<file path="src/rtl/dac_sweep_sequencer.sv">
// dac_sweep_sequencer
// Top-level scheduler for a DAC step / ADC read sweep. For each of N_STEPS
// steps it issues a DAC SPI write, waits SETTLE_CYC cycles, issues an ADC
// read, then a UART transmit of the result. Peripheral start strobes are
// driven from their end-of-operation flags.
//
// Ports
//   clk_i       system clock
//   rst_i       synchronous active-high reset
//   start_i     level, sampled in IDLE/DONE, starts a sweep from step 0
//   abort_i     level, returns to IDLE at the next edge (step/code held)
//   dac_eow_i   DAC writer end-of-write (1 = idle, 0 = busy)
//   adc_eor_i   ADC reader end-of-read  (1 = idle, 0 = busy)
//   tx_done_i   UART TX one-cycle done pulse
//   dac_strw_o  one-cycle DAC write start pulse
//   adc_strr_o  one-cycle ADC read start pulse
//   tx_start_o  one-cycle UART send pulse
//   dac_code_o  code presented to the DAC, stable for the whole step
//   step_o      current step index
//   busy_o      high in every state except IDLE and DONE
//   done_o      high while in DONE
module dac_sweep_sequencer #(
    parameter int N_STEPS    = 31,
    parameter int DATA_W     = 12,
    parameter int CODE_START = 0,
    parameter int CODE_INC   = 128,
    parameter int SETTLE_CYC = 1000
) (
    input  logic              clk_i,
    input  logic              rst_i,
    input  logic              start_i,
    input  logic              abort_i,
    input  logic              dac_eow_i,
    input  logic              adc_eor_i,
    input  logic              tx_done_i,
    output logic              dac_strw_o,
    output logic              adc_strr_o,
    output logic              tx_start_o,
    output logic [DATA_W-1:0] dac_code_o,
    output logic [7:0]        step_o,
    output logic              busy_o,
    output logic              done_o
);

    localparam int MAX_CODE  = (1 << DATA_W) - 1;
    localparam int START_SAT = (CODE_START > MAX_CODE) ? MAX_CODE : CODE_START;
    // Clamping the increment to full scale keeps it within DATA_W+1 bits while
    // still saturating exactly as the unclamped sum would.
    localparam int INC_SAT   = (CODE_INC > MAX_CODE) ? MAX_CODE : CODE_INC;
    localparam int CNT_W     = (SETTLE_CYC > 1) ? $clog2(SETTLE_CYC) : 1;

    localparam logic [DATA_W-1:0] CODE_INIT  = DATA_W'(START_SAT);
    localparam logic [DATA_W:0]   INC_W      = (DATA_W+1)'(INC_SAT);
    localparam logic [DATA_W:0]   CODE_MAX_W = (DATA_W+1)'(MAX_CODE);
    localparam logic [CNT_W-1:0]  CNT_LAST   = CNT_W'(SETTLE_CYC - 1);
    localparam logic [7:0]        LAST_STEP  = 8'(N_STEPS - 1);

    typedef enum logic [3:0] {
        S_IDLE,
        S_DAC_REQ,
        S_DAC_WBUSY,
        S_DAC_WDONE,
        S_SETTLE,
        S_ADC_REQ,
        S_ADC_WBUSY,
        S_ADC_WDONE,
        S_TX_REQ,
        S_TX_WAIT,
        S_NEXT,
        S_DONE
    } state_t;

    state_t            state_q, state_d;
    logic [7:0]        step_q, step_d;
    logic [DATA_W-1:0] code_q, code_d;
    logic [CNT_W-1:0]  cnt_q, cnt_d;
    logic [DATA_W:0]   code_sum;
    logic              dac_strw_d, adc_strr_d, tx_start_d, busy_d, done_d;

    assign dac_code_o = code_q;
    assign step_o     = step_q;

    always_comb begin
        state_d  = state_q;
        step_d   = step_q;
        code_d   = code_q;
        cnt_d    = cnt_q;
        code_sum = {1'b0, code_q} + INC_W;

        case (state_q)
            S_IDLE, S_DONE: begin
                if (start_i) begin
                    step_d  = 8'd0;
                    code_d  = CODE_INIT;
                    state_d = S_DAC_REQ;
                end
            end
            S_DAC_REQ:   state_d = S_DAC_WBUSY;
            // eow idles high, so first see it drop before waiting for the rise
            S_DAC_WBUSY: if (!dac_eow_i) state_d = S_DAC_WDONE;
            S_DAC_WDONE: begin
                if (dac_eow_i) begin
                    cnt_d   = '0;
                    state_d = S_SETTLE;
                end
            end
            S_SETTLE: begin
                if (cnt_q == CNT_LAST) state_d = S_ADC_REQ;
                else                   cnt_d   = cnt_q + 1'b1;
            end
            S_ADC_REQ:   state_d = S_ADC_WBUSY;
            S_ADC_WBUSY: if (!adc_eor_i) state_d = S_ADC_WDONE;
            S_ADC_WDONE: if (adc_eor_i)  state_d = S_TX_REQ;
            S_TX_REQ:    state_d = S_TX_WAIT;
            // A done pulse coincident with our own start pulse cannot belong
            // to this transmit, so it is ignored.
            S_TX_WAIT:   if (tx_done_i && !tx_start_o) state_d = S_NEXT;
            S_NEXT: begin
                if (step_q == LAST_STEP) begin
                    state_d = S_DONE;
                end else begin
                    step_d  = step_q + 8'd1;
                    code_d  = (code_sum > CODE_MAX_W) ? CODE_MAX_W[DATA_W-1:0]
                                                      : code_sum[DATA_W-1:0];
                    state_d = S_DAC_REQ;
                end
            end
            default: state_d = S_IDLE;
        endcase

        // Abort overrides any transition; step and code keep their values.
        if (abort_i) begin
            state_d = S_IDLE;
            step_d  = step_q;
            code_d  = code_q;
        end

        // Strobes follow the request state by one registered cycle;
        // busy/done track the state being entered so they align with it.
        dac_strw_d = (state_q == S_DAC_REQ) && !abort_i;
        adc_strr_d = (state_q == S_ADC_REQ) && !abort_i;
        tx_start_d = (state_q == S_TX_REQ)  && !abort_i;
        busy_d     = (state_d != S_IDLE) && (state_d != S_DONE);
        done_d     = (state_d == S_DONE);
    end

    always_ff @(posedge clk_i) begin
        if (rst_i) begin
            state_q    <= S_IDLE;
            step_q     <= 8'd0;
            code_q     <= '0;
            cnt_q      <= '0;
            dac_strw_o <= 1'b0;
            adc_strr_o <= 1'b0;
            tx_start_o <= 1'b0;
            busy_o     <= 1'b0;
            done_o     <= 1'b0;
        end else begin
            state_q    <= state_d;
            step_q     <= step_d;
            code_q     <= code_d;
            cnt_q      <= cnt_d;
            dac_strw_o <= dac_strw_d;
            adc_strr_o <= adc_strr_d;
            tx_start_o <= tx_start_d;
            busy_o     <= busy_d;
            done_o     <= done_d;
        end
    end

endmodule

</file>
<file path="config.mk">
export PLATFORM = sky130hd
export DESIGN_NAME = dac_sweep_sequencer
export DESIGN_NICKNAME = d
export VERILOG_FILES = /design/src/rtl/dac_sweep_sequencer.sv
export SDC_FILE = /design/constraint.sdc
export NUM_CORES = 1
export LEC_CHECK = 0
export BUFFER_PORTS_ARGS = -buffer_cell sky130_fd_sc_hd__buf_4
export CAP_MARGIN = 20
export CELL_PAD_IN_SITES_DETAIL_PLACEMENT = 1
export CELL_PAD_IN_SITES_GLOBAL_PLACEMENT = 1
export CORE_ASPECT_RATIO = 0.5
export CORE_UTILIZATION = 41
export CTS_CLUSTER_DIAMETER = 100
export DETAILED_ROUTE_END_ITERATION = 16
export HOLD_SLACK_MARGIN = 0.06
export PLACE_DENSITY = 0.76
export RECOVER_POWER = 25
export SKIP_CTS_REPAIR_TIMING = 1
export SYNTH_ARGS = -nofsm -noshare
export SYNTH_HDL_FRONTEND = slang
export SYNTH_SLANG_ARGS = --single-unit
</file>
<file path="constraint.sdc">
create_clock -name clk_i -period 2.3 [get_ports clk_i]
set_input_delay 0.23 -clock clk_i [delete_from_list [all_inputs] [get_ports clk_i]]
set_output_delay 0.23 -clock clk_i [all_outputs]
set_load 0.02 [all_outputs]
</file>
Word-level counts from Yosys, hierarchy flattened
Cells that the tools add are included.

storage, ports and cells
  register bits = 39
  word-level logic and storage cells = 67

cells by class
  add/sub/neg operators = 3
  magnitude comparators = 1
  equal/unequal tests = 19
  muxes and demuxes = 20
  bitwise operators = 1
  reductions and logical operators = 14

operators by type and width
  kind                                                   count
  one-hot mux 4 bit (11 select lines)                    1
  two-way mux 12 bit                                     3
  two-way mux 4 bit                                      9
  one-hot mux 12 bit (2 select lines)                    1
  equality test 4 bit (second input constant)            5
  two-way mux 10 bit                                     2
  one-hot mux 10 bit (2 select lines)                    1
  equality test 4 x 3 -> 1 bit (second input constant)   4
  two-way mux 8 bit                                      2
  one-hot mux 8 bit (2 select lines)                     1
  adder 12 x 8 -> 13 bit (second input constant)         1
  > comparator 13 x 12 -> 1 bit (second input constant)  1
  adder 10 x 1 -> 10 bit (second input constant)         1
  equality test 10 bit (second input constant)           1
  adder 8 x 1 -> 8 bit (second input constant)           1
  equality test 4 x 2 -> 1 bit (second input constant)   2
  equality test 8 x 5 -> 1 bit (second input constant)   1
  inequality test 2 bit (second input constant)          4
  logical AND 1 bit                                      5
  equality test 4 x 1 -> 1 bit (second input constant)   1
  logical NOT 4 bit                                      1
  inequality test 4 bit (second input constant)          1
  AND reduction 4 bit                                    1
  nonzero test 2 bit                                     2
  5 further kinds                                        6

Depth between registers and ports, before layout
Gate-level depths: netlist (run 1).

  word-level depth = 7
  depth in mapped cells = 8
  mapped depth without buffers = 7

Worst setup path before layout (run 1)
OpenSTA, ideal clock, no wires.

  path type = flip-flop to flip-flop
  from = register state_q[2]
  to = register busy_o
  arrival = 1758 ps
  required time = 2174 ps
  path slack = 417 ps
  cell stages (with the launch flop) = 7
  path buffers = 1
  clock period less this slack = 1883 ps
  cell sequence = dfxtp_1 clkbuf_1 or4b_1 a221oi_1 nor3_1 nor4b_1 nor3b_1

between the ends
  word-level cells in the longest chain between the ends = 6

RTL lines
  what                                                                line  source
  start: declaration                                                  73    state_t state_q, state_d;
  start signal: assignment                                            159   state_q <= state_d;
  equality test 4 bit / logical NOT 4 bit (equally long branches)     90    case (state_q)
  OR reduction 2 bit                                                  90
  one-hot mux 4 bit (11 select lines) (*)                             90
  two-way mux 4 bit (*)                                               132   if (abort_i) begin
  inequality test 4 bit / nonzero test 4 bit (equally long branches)  143   busy_d = (state_d != S_IDLE) && (state_d != S_DONE);
  logical AND 1 bit (*)                                               143
  end signal: assignment                                              166   busy_o <= busy_d;
  end: declaration                                                    41    output logic busy_o,

Mark *: on every way between the ends. The rest lies on a longest branch, timed or not.
A chain may end at the register's enable or synchronous reset.

Worst setup path in the final report (run 1)
  from = register state_q[0]
  to = register code_q[8], in the netlist dac_code_o[8]

between the ends
  word-level cells in the longest chain between the ends = 4

RTL lines
  what                                                                          line  source
  equality test 4 bit / logical NOT 4 bit (equally long branches)               90
  OR reduction 2 bit                                                            90
  inequality test 2 bit (no line) / nonzero test 2 bit (equally long branches)  --
  AND reduction 4 bit (no line)                                                 --
  end signal: assignment                                                        161   code_q <= code_d;
  end: declaration                                                              75    logic [DATA_W-1:0] code_q, code_d;

Parallel ways exist; a longest one is shown, timed or not.

==> metrics, run 1 <==
VDD IR max=about 430 uV; highest clock rate=~0.47 GHz; Internal Pwr Total=~0.8 mW; I/O pin count=32; DRT Wirelength=around 4.7 mm; Pleak=about 0.75 nW; Reg power frac=53.7%; die height=just under 50 microns; Final Skew=roughly 0.0057 ns; max cap viols=0; Synth area leader=dfxtp_1; Fill cells=about 490; GRT Total Usage=22.4%; CP arrival=between 2 and 2.5 ns; Sink Count=33; Comb pwr share=6.6%; sw power=approximately 0.26 mW; crit path kind=reg -> reg; Root Buffer=clkbuf_8; ys flop type=dfxtp_1; CTS tree=done; post-route minimum period=about 2.1 ns; largest net degree at the start of global routing=16; worst skew pair latency=about 0.29 ns; Area Overhead vs Synth=16.6%; H-Tree Depth=2; final setup TNS=0 ns; Crit. End Element=flip-flop; Critical Path Start Type=flip-flop; Synth top area share=around 36%; count of state elements after synthesis=33; clock group share of total power=slightly below 40%; main area contributors after synthesis=dfxtp_1 (36%), a21oi_1 (5.8%), nand2_1 (4.1%), ha_1 (3.4%), nor2_1 (3.3%); period utilization=~90%; residual DRC count=0; multi-input logic area=around 1100 sq um; Post-synth EDFFs=0; Worst Path Required=2.52 ns; synth unique cells=between 40 and 50; average wire per standard cell=between 15 and 20 microns; core area=a little over 4000 sq um; clk slew on worst S/H paths=about 0.07 ns; most frequent cells after synthesis=dfxtp_1 (33), a21oi_1 (21), nand2_1 (20), nor2_1 (16), nand3_1 (11); IO buf count=31; fraction of registers with async set or reset after synthesis=0%; die width=around 96 microns; Mapped Nets=around 230; final setup fails=0; run status=completed; synthesized cell area=around 1800 sq um; GRT overflow=0; nets=258; dpl ws=0.102 ns; antenna cell count=0; number of antenna violations at the first check in global routing=0; register area share after synthesis=between 30% and 40%; post-route ant nets=0; dpl hpwl=3.38 mm; initial core utilization=between 40% and 50%; worst-case clock buffer depth=2; num rows=16; Sw Share=around 24%; Register Area=about 660 sq um; CTS Buf Count=5; final design utilization=between 50% and 60%; gp weighted congestion=0.871; pwr/cell area=just over 500 nW/um^2; post-synthesis cell count=approximately 220; Hold Crit Class=in -> reg; crit path max fanout=11; Final Hold Violating Endpoints=0; share of cells above drive strength 1=between 10% and 20%; syn avg cell area=between 8 and 9 sq um; measured slew at the worst slew-check pin=roughly 0.54 ns; first-pass GRT wire length=7.87 mm; initial DRC count=57; Max Slew Vio Count=0; vias in the first global route=about 1600; Die ar.=4710 sq um; Vias=1702; RSZ-0062 raised after global routing=no; total iterations of the first detailed-routing run=4; yosys warns=0; most common cell in the netlist=dfxtp_1; Slew Limit Headroom=a little under two thirds; final setup margin=roughly 0.17 ns; Via density=between 5 and 6
==> cell type report <==
| class | instances | area share, % |
|---|---|---|
| inverters | 6 | 1.06 |
| well taps | 54 | 3.19 |
| clock buffers | 8 | 3.78 |
| flip-flops and latches | 33 | 31.3 |
| repair buffers | 36 | 10.6 |
| multi-input cells | 164 | 50.0 |
==> registers in the layout, indices dropped and copies added (netlist names) <==
register,flops
done_o,1
cnt_q,10
busy_o,1
adc_strr_o,1
tx_start_o,1
step_o,8
state_q,4
dac_code_o,6
dac_strw_o,1
==> power by group through the flow <==
stage               sequential (mW)  clock [mW]  combinational [mW]
detailed placement            0.594           0              0.0721
floorplan                     0.593           0              0.0451
global placement              0.594           0              0.0707
finish                        0.581       0.430              0.0711
global route                  0.581       0.472              0.0774
CTS                           0.580       0.452              0.0725
==> cell families after synthesis <==
| family | Yosys count | share of synthesized area (%) |
|---|---|---|
| xor+xnor | 4 | 1.93 |
| buf+inv | 19 | 5.79 |
| mux | 1 | 0.621 |
| compound gates | 53 | 19.4 |
| simple gates | 101 | 32.3 |
| flops | 33 | 36.4 |
| fa+ha+maj | 5 | 3.45 |
==> path summary, 6_finish.rpt <==
path | from | end | slack [ns] | cells past startpoint
max reg2reg | state_q[0] | dac_code_o[8] | 0.17 | 6
max | state_q[0] | dac_code_o[8] | 0.17 | 6
min | abort_i | tx_start_o | 0.17 | 2
min reg2reg | cnt_q[1] | cnt_q[1] | 0.50 | 2
==> placed cells by master, fill, tap and decap left out, types with 2 or more instances in the layout <==
master	instances
a211o_1	3
a21o_1	3
a21oi_1	21
and2_1	2
and3_1	2
buf_4	24
clkbuf_1	15
clkbuf_8	5
dfxtp_1	31
dfxtp_2	2
ha_1	5
inv_1	6
nand2_1	20
nand2b_1	4
nand3_1	11
nand3b_1	3
nand4_1	8
nor2_1	16
nor3_1	8
nor3b_1	2
nor4_1	2
nor4b_1	2
nor4bb_1	2
o211ai_1	3
o21a_1	4
o21ai_0	5
o22ai_1	3
o31ai_1	3
or3_1	7
or3b_2	2
or4_1	4
xor2_1	4
==> critical path, cell delays in order (launching register included) <==
cell	delay (ns)
dfxtp_1	0.43
nand4bb_1	0.35
o41a_1	0.54
o21ai_1	0.28
buf_4	0.23
nand2_1	0.06
a21oi_1	0.16
==> metal layers <==
layer | track usage (%) | vias to the layer above | routed length [microns]
li1 | - | 857 | -
met1 | 31.5 | 817 | 2450
met2 | 32.2 | 24 | 1970
met3 | 7.94 | 4 | 209
met4 | 5.97 | 0 | 32
met5 | 0 | - | 0
==> per-stage QoR <==
stage	total power, mW	instance area, sq um	std cells	hold slack [ns]
floorplan	0.638	1810	216	0.307
global placement	0.664	2070	293	0.454
detailed placement	0.666	2070	293	0.471
CTS	1.11	2150	301	0.153
global route	1.13	2120	301	0.170
finish	1.08	2120	301	0.175
Power figures use the tool's default switching activity.
==> inputs of run 2 (changes only) <==
--- a/config.mk
+++ b/config.mk
@@ -10,11 +10,11 @@
 export CELL_PAD_IN_SITES_DETAIL_PLACEMENT = 1
 export CELL_PAD_IN_SITES_GLOBAL_PLACEMENT = 1
 export CORE_ASPECT_RATIO = 0.5
-export CORE_UTILIZATION = 41
+export CORE_UTILIZATION = 40
 export CTS_CLUSTER_DIAMETER = 100
 export DETAILED_ROUTE_END_ITERATION = 16
 export HOLD_SLACK_MARGIN = 0.06
-export PLACE_DENSITY = 0.76
+export PLACE_DENSITY = 0.74
 export RECOVER_POWER = 25
 export SKIP_CTS_REPAIR_TIMING = 1
 export SYNTH_ARGS = -nofsm -noshare
==> run 2 against run 1 <==
- largest cell class unchanged
- global-route usage is 0.95 points lower
- hold slack worse by 0.012 ns
- combinational power is 1% higher
- critical endpoint is now cnt_q[9]
- highest routed layer unchanged
- design area is 2.7% higher
- via count is 1.2% higher
- sequential power hardly changed
- clock-buffer cell count is 3 lower
- non-clock buffer count is 1 higher
- sequential cell count stayed put
- register-to-register slack better by 0.02 ns
- wire length is 4.5% higher
- first-iteration DRC count is 3.5% lower
==> metrics, run 2 (synthesis results as in run 1) <==
Comb pwr share=around 5.5%; worst skew pair latency=0.29 ns; Pleak=between 0.7 and 0.8 nW; vias in the first global route=around 1700; R2R cell count=5; pwr/cell area=roughly 600 nW/um^2; final setup fails=0; slowest CP cell=dfxtp_1; CTS tree=done; post-route ant nets=0; design area=2170 sq um; Sink Count=33; residual DRC count=0; highest clock rate=~0.47 GHz; GRT Total Usage=between 20% and 30%; largest net degree at the start of global routing=16; crit path kind=reg -> reg; num rows=16; Worst Hold Depth=2; antenna cell count=0; sw power=0.275 mW; critical path endpoint=cnt_q[9]; crit path max fanout=11; share of cells above drive strength 1=around 17%; RR Endpoint=cnt_q[9]; first-pass GRT wire length=about 8.1 mm; Final Hold Violating Endpoints=0; flop2flop setup slack=approximately 0.19 ns; Crit. End Element=flip-flop; Final Skew=0.00261 ns; placed cell area=slightly above 2000 sq um; Internal Pwr Total=around 1.0 mW; Sw Share=21.0%; total iterations of the first detailed-routing run=4; Hold Slack=about 0.16 ns; average wire per standard cell=between 15 and 20 microns; Reg with most FFs=cnt_q; measured slew at the worst slew-check pin=a little over 0.5 ns; gp weighted congestion=around 0.79; Reg power frac=between 40 and 50%; number of antenna violations at the first check in global routing=0; IO buf count=31; most common cell after layout, fill and taps aside=dfxtp_1; CP arrival=between 2 and 2.5 ns; Slew Limit Headroom=~66%; reg2reg start=state_q[0]; initial DRC count=55; non-filler cells in the finished layout=302; Bufs and invs on worst path=0; Largest register FFs=10; crit-path cells=and3_1 > a21o_1 > nand4_2 > or4_1 > a21oi_1; H-Tree Depth=2; final setup TNS=0 ns; period utilization=91.9%; max cap viols=0; dpl hpwl=around 3.5 mm; core area=4120 sq um; initial core utilization=44.0%; CTS Buf Count=5; Hold Crit Class=in -> reg; post-route minimum period=approximately 2.1 ns; run status=completed; placed insts=slightly below 300; Critical Path Start Type=flip-flop; I/O pin count=32; nets=roughly 260; cell count along the critical path=5; Area Overhead vs Synth=19.8%; die width=~97 microns; Crit path largest cell delay=around 0.6 ns; Root Buffer=clkbuf_8; Max Slew Vio Count=0; die height=about 50 microns; Setup crit start=state_q[0]; Via density=5.71; worst-case clock buffer depth=2; Die ar.=around 4800 sq um; DRT Wirelength=just under 5 mm; commonest cells after routing, fill and taps aside=dfxtp_1 (32), buf_4 (25), a21oi_1 (21); cell family with the largest share of critical-path delay=simple AND/OR/NAND/NOR gates; Vias=~1700; clk slew on worst S/H paths=around 0.070 ns; GRT overflow=0; VDD IR max=between 300 and 400 uV; Worst Path Required=approximately 2.5 ns; clock group share of total power=50.1%
==> run 2: stage by stage <==
stage	power (mW)	util (%)	worst slack (ns)
after detailed placement	0.666	50.4	0.219
after global routing	1.35	52.7	-0.000111
after CTS	1.33	53.6	0.0644
after floorplan	0.638	-	0.417
final	1.31	52.7	0.185
after global placement	0.664	50.4	0.291
==> run 2: layout make-up <==
type	instances	area, sq um
fill	519	1950
multi-input combinational	164	1050
sequential	33	662
timing repair buffer	37	233
clock buffer	5	68.8
tap	54	67.6
clock inverter	3	65.1
inverter	6	22.5
==> run 2: how the worst min path moves through the flow <==
stage	start	end
CTS	abort_i	tx_start_o
global route	abort_i	tx_start_o
detailed placement	abort_i	tx_start_o
global placement	abort_i	tx_start_o
finish	abort_i	tx_start_o
floorplan	abort_i	tx_start_o
==> run 2: metal layers <==
| metal | wire [microns] | global-route usage, % | vias up |
|---|---|---|---|
| met5 | 0 | 0 | - |
| met4 | 40 | 6.62 | 0 |
| met3 | 186 | 5.11 | 5 |
| met2 | 2270 | 37.0 | 27 |
| met1 | 2370 | 26.8 | 827 |
| li1 | - | - | 864 |
==> run 2: worst reg2reg max path, cell delays in order, from the launching register on <==
cell	delay, ns
dfxtp_1	0.61
and3_1	0.29
a21o_1	0.22
nand4_2	0.23
or4_1	0.52
a21oi_1	0.18
==> run 2: power by group through the flow <==
stage	logic, mW	registers [mW]	clock network, mW
floorplan	0.0451	0.593	0
global placement	0.0705	0.593	0
detailed placement	0.0725	0.594	0
CTS	0.0734	0.580	0.674
global route	0.0774	0.581	0.695
finish	0.0719	0.581	0.655
